**config.mk**
```make
export PLATFORM = sky130hd
export DESIGN_NAME = mem_arbiter
export DESIGN_NICKNAME = d
export VERILOG_FILES = /design/src/rtl/cpu_types_pkg.sv /design/src/rtl/mem_arbiter.sv
export SDC_FILE = /design/constraint.sdc
export NUM_CORES = 1
export LEC_CHECK = 0
export CAP_MARGIN = 10
export CORE_AREA = 5 5 100 102
export DETAILED_ROUTE_END_ITERATION = 12
export DIE_AREA = 0 0 105 107
export PLACE_DENSITY_LB_ADDON = 0.12
export SYNTH_ARGS = -nofsm -noshare
export SYNTH_HDL_FRONTEND = slang
export SYNTH_SLANG_ARGS = --single-unit
```
**constraint.sdc**
```tcl
create_clock -name CLK -period 2.57 [get_ports CLK]
set_input_delay 0.514 -clock CLK [delete_from_list [all_inputs] [get_ports CLK]]
set_output_delay 0.514 -clock CLK [all_outputs]
set_load 0.02 [all_outputs]
```
**src/rtl/cpu_types_pkg.sv**
```systemverilog
// Shared CPU-side types: machine word and the RAM status encoding.
package cpu_types_pkg;

    localparam int WORD_W = 32;

    typedef logic [WORD_W-1:0] word_t;

    typedef enum logic [1:0] {
        FREE   = 2'd0,
        BUSY   = 2'd1,
        ACCESS = 2'd2,
        ERROR  = 2'd3
    } ramstate_t;

endpackage

```
**src/rtl/mem_arbiter.sv**
```systemverilog
// Icache/dcache to single RAM port arbiter; dcache priority, grant held for a whole block.
// Optional perf counters (icnt, dcnt, stallcnt) are built when ARB_PERF_EN is defined.
module mem_arbiter
    import cpu_types_pkg::*;
#(
    parameter int ADDR_W    = 32,
    parameter int DATA_W    = 32,
    parameter int BURST_LEN = 2
) (
    input  logic              CLK,
    input  logic              RST,
    input  logic              iREN,
    input  logic [ADDR_W-1:0] iaddr,
    output logic              iwait,
    output logic [DATA_W-1:0] iload,
    input  logic              dREN,
    input  logic              dWEN,
    input  logic [ADDR_W-1:0] daddr,
    input  logic [DATA_W-1:0] dstore,
    output logic              dwait,
    output logic [DATA_W-1:0] dload,
    output logic              ramREN,
    output logic              ramWEN,
    output logic [ADDR_W-1:0] ramaddr,
    output logic [DATA_W-1:0] ramstore,
    input  logic [DATA_W-1:0] ramload,
    input  ramstate_t         ramstate,
`ifdef ARB_PERF_EN
    output logic [31:0]       icnt,
    output logic [31:0]       dcnt,
    output logic [31:0]       stallcnt,
`endif
    output logic [1:0]        arb_state
);

    typedef enum logic [1:0] {
        IDLE = 2'd0,
        DGNT = 2'd1,
        IGNT = 2'd2
    } arb_state_t;

    localparam int                BEAT_W    = $clog2(BURST_LEN) + 1;
    localparam logic [BEAT_W-1:0] LAST_BEAT = BEAT_W'(BURST_LEN - 1);

    arb_state_t        state;
    logic [BEAT_W-1:0] beat;
    logic              dreq;
    logic              access;

    assign dreq      = dREN | dWEN;
    assign access    = (ramstate == ACCESS);
    assign arb_state = state;

    always_ff @(posedge CLK or posedge RST) begin
        if (RST) begin
            state <= IDLE;
            beat  <= '0;
        end else begin
            case (state)
                IDLE: begin
                    if (dreq)      state <= DGNT;
                    else if (iREN) state <= IGNT;
                end
                DGNT: begin
                    if (!dreq) begin
                        state <= IDLE;
                        beat  <= '0;
                    end else if (access) begin
                        if (beat == LAST_BEAT) begin
                            // Icache takes the next slot even if the dcache asks again.
                            beat  <= '0;
                            state <= iREN ? IGNT : IDLE;
                        end else begin
                            beat <= beat + 1'b1;
                        end
                    end
                end
                IGNT: begin
                    if (!iREN)       state <= IDLE;
                    else if (access) state <= dreq ? DGNT : IDLE;
                end
                default: begin
                    state <= IDLE;
                    beat  <= '0;
                end
            endcase
        end
    end

    always_comb begin
        ramREN   = 1'b0;
        ramWEN   = 1'b0;
        ramaddr  = '0;
        ramstore = '0;
        iload    = '0;
        dload    = '0;
        iwait    = 1'b1;
        dwait    = 1'b1;
        case (state)
            DGNT: begin
                ramaddr  = daddr;
                ramstore = dstore;
                ramWEN   = dWEN;
                ramREN   = dREN & ~dWEN;
                dload    = ramload;
                dwait    = ~access;
            end
            IGNT: begin
                ramaddr = iaddr;
                ramREN  = iREN;
                iload   = ramload;
                iwait   = ~access;
            end
            default: ;
        endcase
    end

`ifdef ARB_PERF_EN
    logic stall;
    assign stall = (iwait & iREN) | (dwait & dreq);

    always_ff @(posedge CLK or posedge RST) begin
        if (RST) begin
            icnt     <= '0;
            dcnt     <= '0;
            stallcnt <= '0;
        end else begin
            if (state == IGNT && iREN && access) icnt <= icnt + 32'd1;
            if (state == DGNT && dreq && access) dcnt <= dcnt + 32'd1;
            if (stall)                           stallcnt <= stallcnt + 32'd1;
        end
    end
`endif

endmodule

```
After elaboration in Yosys (flattened, before gate mapping):

Cells that the tools add are included.
Widths: inputs -> output; s select.

* logic and storage cells: 42
* bits in latches: 0
* RAM bits: 0
* flip-flop bits (word level): 4
* ROM bits: 0
* input bits: 135
* memories kept: 0

* bitwise operators: 5
* magnitude comparators: 0
* multipliers: 0
* divide/modulo/power cells: 0
* equality and inequality tests: 8
* mux-type cells: 22
* shifts and indexed selects: 0
* $add $sub $neg: 1
* reductions and logical operators: 4

Operator list (count)
* $mux 32: 3
* $pmux 32 s2: 1
* $mux 2: 11
* $ne 3x3->1 const B: 4
* $pmux 2 s3: 1
* $eq 2x1->1 const B: 2
* $eq 2x2->1 const B: 2
* $mux 1: 4
* $pmux 2 s2: 1
* $reduce_and 4->1: 1
* $not 1->1: 3
* $add 2x1->2 const B: 1
* $logic_not 2->1: 1
* $pmux 1 s2: 1
* $reduce_and 2->1: 1
* $reduce_or 2->1: 1
* $and 1x1->1: 1
* $or 1x1->1: 1

Longest topological paths before layout:

Gate-level depths: netlist of the first run.

* depth in word-level cells: 5
* gate-level depth with buffers: 7

Least setup slack after synthesis of the first run:

OpenSTA, ideal clock, no wires.

* path type: register to output
* start: register state[0] (netlist: arb_state[0])
* end: output port ramaddr[13]
* arrival: 1.644 ns
* slack: 0.412 ns
* stages on the path, launching flop included: 7
* required time: 2.056 ns
* buffers on the path: 2
* cells stage by stage: dfrtp_1 inv_1 ha_1 buf_2 clkbuf_1 a22oi_1 nor2b_1

* cells in the longest elaborated chain, start to end: 2

Ends and longest elaborated chain
* start, declared: RTL line mem_arbiter.sv:45 `arb_state_t state;`
* start signal, assigned: RTL line mem_arbiter.sv:72 `state <= iREN ? IGNT : IDLE;`
* start signal, assigned: RTL line mem_arbiter.sv:80 `else if (access) state <= dreq ? DGNT : IDLE;`
* $eq 2x2->1 or $eq 2x1->1 (tied branches): RTL line mem_arbiter.sv:99 `case (state)`
* $pmux 32 s2 *: RTL line mem_arbiter.sv:99
* end, declared: RTL line mem_arbiter.sv:24 `output logic [ADDR_W-1:0] ramaddr,`

Mark *: on every way between the ends. The rest lies on a longest branch, timed or not.

Worst setup path after layout of the first run:

* start: register state[1] (netlist: arb_state[1])
* end: output port ramstore[17]

* cells in the longest elaborated chain, start to end: 2

Ends and longest elaborated chain
* $eq 2x1->1: RTL line mem_arbiter.sv:99
* $mux 32: RTL line mem_arbiter.sv:99
* end, declared: RTL line mem_arbiter.sv:25 `output logic [DATA_W-1:0] ramstore,`

Every way passes these cells.

==> results_dict.tcl, run 1 <==
set metrics [dict create \
    synth_area_leaders "and2_1 (40%), a22oi_1 (16%), nor2b_1 (14%)" \
    ant_nets 0 \
    async_flop_share_pct 100 \
    min_path_type "primary input to asynchronous set/reset pin" \
    r2r_slack_ns 0.76 \
    numCtsBuffers 3 \
    antenna_found_initial 0 \
    arrival_ns 1.97 \
    drtPass1Iterations 4 \
    grt_pass1_wl_um 14900 \
    yosysWarningCount 0 \
    power.density_nw_per_um2 790 \
    vias 2525 \
    post-route-drc-count 0 \
    maxCapViolations 0 \
    place_inst 593 \
    post-place-ws_ns 0.114 \
    overflow 0 \
    p_leak_nw 2.48 \
    track_usage_pct 16.4 \
    io_buffer_count 268 \
    root_buffer "clkbuf_8" \
    stdcell_count 596 \
    gp_congestion 0.810 \
    dp_hpwl_um 8650 \
    cp-start-kind "flop" \
    drive_gt1_share_pct 3.71 \
    finalSetupTns_ns 0 \
    max-slew-margin-rel_pct 80.4 \
    tightest_slew_ns 0.294 \
    crit_slowest_cell "clkdlybuf4s50_1" \
    drt_iter0_drc 91 \
    finalCritPeriodShare_pct 96.6 \
    r2r_cells 7 \
    start_util_pct 16.7 \
    synth.most_common_cell "and2_1" \
    cp.required_ns 2.06 \
    setup_viol 0 \
    netlist_top_cells_count "and2_1 (97), nor2b_1 (33), a22oi_1 (32)" \
    syn_inst 224 \
    fp.coreArea_um2 9020 \
    fmax_mhz 403 \
    fin_ws_ns 0.0865 \
    die_x_um 105 \
    ys_ff_latch 4 \
    syn-num-nets 366 \
    cts_buffer_depth 2 \
    post-route-min-period_ns 2.48 \
    synth_ff_type "dfrtp_1" \
    startpoint "arb_state[1]" \
    skew_ns 0.000443 \
    rows 35 \
    path_cells "inv_1 > ha_2 > buf_12 > and2_1 > clkdlybuf4s50_1" \
    reg2reg_to "arb_state[1]" \
    wl_per_cell_um 17.3 \
    routed_via_density 4.24 \
    worst_setup_path_end_kind "primary output" \
    crit_fanout 44 \
    die_h_um 107 \
    ios 269 \
    synth.distinct_cells 24 \
    p_total_mw 3.59 \
    clkLatencyLatePin_ns 0.21 \
    syn-cell-area_um2 1510 \
    clkSinkCount 4 \
    yosysSeqAreaShare_pct 6.65 \
    vdd_drop_max_v 0.000591 \
    finalHoldViolCount 0 \
    drt_wl_total_um 10300 \
    regToRegStartpoint "arb_state[1]" \
    grt_max_degree 56 \
    areaGrowthSynthToFinish_pct 202 \
    diodes 0 \
    drv_slew 0 \
    first_global_vias 2352 \
    clk_pin_slew_ns 0.03 \
    criticalPathCategory "flop to primary output" \
    fin_nets 629 \
    synth_top_area_cell "and2_1" \
    netlist.area_leader.share_pct 40.3 \
    cts_tree "built" \
    synth_edf_count 0 \
    syn_avg_cell_area_um2 6.72 \
    dieArea_um2 11200 \
    cts_setup_buffers 0 \
    cpPeakStageDelay_ns 0.63 \
    status "finished, final reports clean" \
    htreeDepth 1 \
]
==> how the worst max path moves through the flow <==
stage | endpoint | cells past startpoint
6_report | ramstore[17] | 5
5_1_grt | dload[23] | 5
4_1_cts | ramaddr[3] | 6
3_5_place_dp | ramREN | 4
3_3_place_gp | ramREN | 4
2_1_floorplan | ramaddr[13] | 6
==> registers in the layout, indices dropped and copies added, names as in the netlist <==
| signal | count |
|---|---|
| beat | 2 |
| arb_state | 2 |
==> cell families (layout without fill, tap and decap cells) <==
logic type               count (synthesis)  after routing  share of synthesized area [%]
multiplexers                             2              2                           1.50
adder cells (fa/ha/maj)                  7              7                           5.82
buffers and inverters                   26            287                           6.82
AO/OA/AOI/OAI                           44             44                           21.9
flip-flops                               4              4                           6.65
AND/OR/NAND/NOR                        141            141                           57.3
==> power by group <==
part           internal, mW  switching [mW]
Combinational          1.66            1.71
Clock                0.0996          0.0294
Sequential           0.0820          0.0128
Total                  1.84            1.75
==> per-stage QoR <==
| step | util (%) | hold slack (ns) | instance area, um^2 |
|---|---|---|---|
| after floorplan | - | 0.280 | 1510 |
| after global placement | 48.7 | 0.468 | 4390 |
| after detailed placement | 48.7 | 0.497 | 4390 |
| after CTS | 49.1 | 0.491 | 4430 |
| after global routing | 50.4 | 0.496 | 4550 |
| final | 50.4 | 0.487 | 4550 |
==> final cells by class <==
class | count | area, um^2
clock buffers | 3 | 41.3
inverters | 5 | 18.8
multi-input cells | 194 | 1310
flip-flops and latches | 4 | 100
well taps | 111 | 139
repair buffers | 279 | 2940
fillers | 886 | 4470
==> what timing repair did <==
item,in CTS,in global routing
cloned,0,0
setup endpoints to repair,5,49
hold buffers,0,0
resized for setup,5,49
==> per-layer routing <==
layer	vias to the layer above	part of all wire, %	global-route usage [%]
met2	118	55	31.9
met1	1140	37	18.2
li1	1261	-	-
met4	0	0.67	2.01
met3	6	7.0	4.09
met5	-	0	0
==> placed cells by master, fill, tap and decap left out, drive strengths merged, types with 4 or more instances in the layout <==
master	n
clkdlybuf4s50	214
and2	97
dlymetal6s2s	49
nor2b	33
a22oi	32
buf	11
ha	7
inv	5
nand2	5
dlygate4sd2	5
dfrtp	4
a21oi	4
==> critical path, delay by kind of cell (launching register included) <==
| family | cells | cell delay (ns) |
|---|---|---|
| buffers and inverters | 3 | 0.96 |
| adders and majority gates | 1 | 0.25 |
| and+or+nand+nor | 1 | 0.15 |
| DFF | 1 | 0.37 |
(Power assumes the default switching activity.)
==> run 2, diff against run 1 <==
--- a/config.mk
+++ b/config.mk
@@ -6,9 +6,9 @@
 export NUM_CORES = 1
 export LEC_CHECK = 0
 export CAP_MARGIN = 10
-export CORE_AREA = 5 5 100 102
+export CORE_AREA = 2 2 104 106
 export DETAILED_ROUTE_END_ITERATION = 12
-export DIE_AREA = 0 0 105 107
+export DIE_AREA = 0 0 106 108
 export PLACE_DENSITY_LB_ADDON = 0.12
 export SYNTH_ARGS = -nofsm -noshare
 export SYNTH_HDL_FRONTEND = slang
==> constraint.sdc (replaced) <==
create_clock -name CLK -period 2.05 [get_ports CLK]
set_input_delay 0.41 -clock CLK [delete_from_list [all_inputs] [get_ports CLK]]
set_output_delay 0.41 -clock CLK [all_outputs]
set_load 0.02 [all_outputs]
==> results_dict.tcl, run 2 (synthesis gave the netlist of run 1 again) <==
set metrics [dict create \
    cp-start-kind "flop" \
    ant_nets 0 \
    place_inst 630 \
    drt_wl_total_um 9070 \
    drtPass1Iterations 4 \
    final_common_cell "clkdlybuf4s50_1" \
    ios 269 \
    vias 2625 \
    power.density_nw_per_um2 1030 \
    fp.coreArea_um2 10200 \
    drive_gt1_share_pct 34.0 \
    antenna_found_initial 0 \
    htreeDepth 1 \
    root_buffer "clkbuf_8" \
    io_buffer_count 268 \
    die_x_um 106 \
    status "finished, final reports clean" \
    wl_per_cell_um 14.3 \
    drt_iter0_drc 62 \
    tightest_slew_ns 0.302 \
    vdd_drop_max_v 0.000537 \
    overflow 0 \
    gp_congestion 0.785 \
    max-slew-margin-rel_pct 79.8 \
    cts_setup_buffers 0 \
    design_area_um2 4290 \
    n_fill_cell 1075 \
    path_cells "buf_4 > ha_4 > buf_12 > a22oi_2 > nor2b_2 > clkdlybuf4s15_2" \
    grt_pass1_wl_um 13100 \
    routed_via_density 4.15 \
    dp_hpwl_um 7700 \
    p_leak_nw 1.94 \
    rsz0062_at_grt "yes" \
    cpPeakStageDelay_ns 0.40 \
    finalCritPeriodShare_pct 98.6 \
    setup_viol 0 \
    diodes 0 \
    die_h_um 108 \
    cp.required_ns 1.64 \
    track_usage_pct 14.2 \
    hold_buffers 0 \
    criticalPathCategory "flop to primary output" \
    crit_fanout 38 \
    clk_pin_slew_ns 0.03 \
    fmax_mhz 495 \
    drv_slew 0 \
    critPathBufInv 3 \
    post-route-min-period_ns 2.02 \
    post-route-drc-count 0 \
    min_path_type "primary input to asynchronous set/reset pin" \
    numCtsBuffers 3 \
    grt_max_degree 39 \
    hold_ws_ns 0.387 \
    skew_ns 0.00380 \
    finalHoldViolCount 0 \
    cts_buffer_depth 2 \
    areaGrowthSynthToFinish_pct 185 \
    dieArea_um2 11400 \
    dpl-instance-area_um2 4570 \
    cpLargestDelayFamily "buffers and inverters" \
    crit_slowest_cell "dfrtp_1" \
    final_cell_mix "clkdlybuf4s50_1 (136), and2_1 (97), clkbuf_2 (49), buf_2 (39), dlygate4sd2_1 (22)" \
    worst_setup_path_end_kind "primary output" \
    maxCapViolations 0 \
    rows 37 \
    fin_nets 641 \
    arrival_ns 1.61 \
    cts_tree "built" \
    fin_util_pct 41.9 \
    start_util_pct 14.7 \
    first_global_vias 2631 \
    clkSinkCount 4 \
    clkLatencyLatePin_ns 0.21 \
    stdcell_count 633 \
]
[run 2: changes by cell type in the layout (fill, tap and decap cells not counted), moves of 7 or more]
cell             before  now
a22oi_1              32   13
a22oi_2               0   19
buf_2                 0   39
buf_4                 6   17
clkbuf_2              0   49
clkdlybuf4s15_1       0   14
clkdlybuf4s15_2       0    7
clkdlybuf4s50_1     214  136
dlygate4sd2_1         5   22
dlymetal6s2s_1       49    0
nor2b_1              33   14
nor2b_2               0   19
[run 2: where the power goes]
group / switching, mW / internal [mW]
Combinational: 2.22 / 1.91
Clock: 0.0379 / 0.125
Sequential: 0.0194 / 0.103
Total: 2.28 / 2.14
[run 2: final cells by class]
type	count	area (um^2)	share of cell area (%)
clock buffers	3	41.3	0.963
multi-input cells	194	1490	34.6
flip-flops and latches	4	100	2.33
well taps	136	170	3.97
inverters	5	18.8	0.438
repair buffers	291	2470	57.7
[run 2: repair_timing]
item                                    in CTS  in global routing
pin swaps                                    0                  0
resized for setup                          270                132
endpoints found under the setup margin     131                 97
[run 2: routing by layer]
| metal | share of wire [%] | vias up | global-route usage (%) |
|---|---|---|---|
| met3 | 10 | 2 | 4.04 |
| met1 | 33 | 1170 | 13.5 |
| met5 | 0 | - | 0 |
| met2 | 56 | 164 | 30.5 |
| li1 | - | 1289 | - |
| met4 | 0.30 | 0 | 1.41 |
[run 2: stage by stage]
step	setup slack, ns	total power, mW	TNS, ns
final	0.0286	4.42	0
after global routing	-0.0299	4.74	-0.139
after CTS	-0.00878	4.55	-0.0102
after detailed placement	-0.220	4.68	-13.31
after global placement	-0.233	4.68	-12.28
after floorplan	0.0196	2.39	0
[run 2: final timing paths]
| kind | startpoint | to | slack, ns | cells past startpoint |
|---|---|---|---|---|
| worst max-delay path | arb_state[0] | ramaddr[31] | 0.03 | 6 |
| worst min-delay path | RST | arb_state[1] | 0.39 | 2 |
| worst max register to register | arb_state[0] | arb_state[0] | 0.25 | 7 |
| worst min register to register | beat[1] | beat[1] | 0.48 | 1 |
| max in group asynchronous | RST | beat[0] | 1.50 | 2 |
| min in group CLK | beat[1] | beat[1] | 0.48 | 1 |
[run 2: worst register-to-register path, delay by kind of cell (launching register included)]
family                   cells  cell delay [ns]
multiplexers                 1             0.35
flip-flops                   1             0.40
buffers and inverters        2             0.32
AO/OA/AOI/OAI                3             0.43
adder cells (fa/ha/maj)      1             0.18
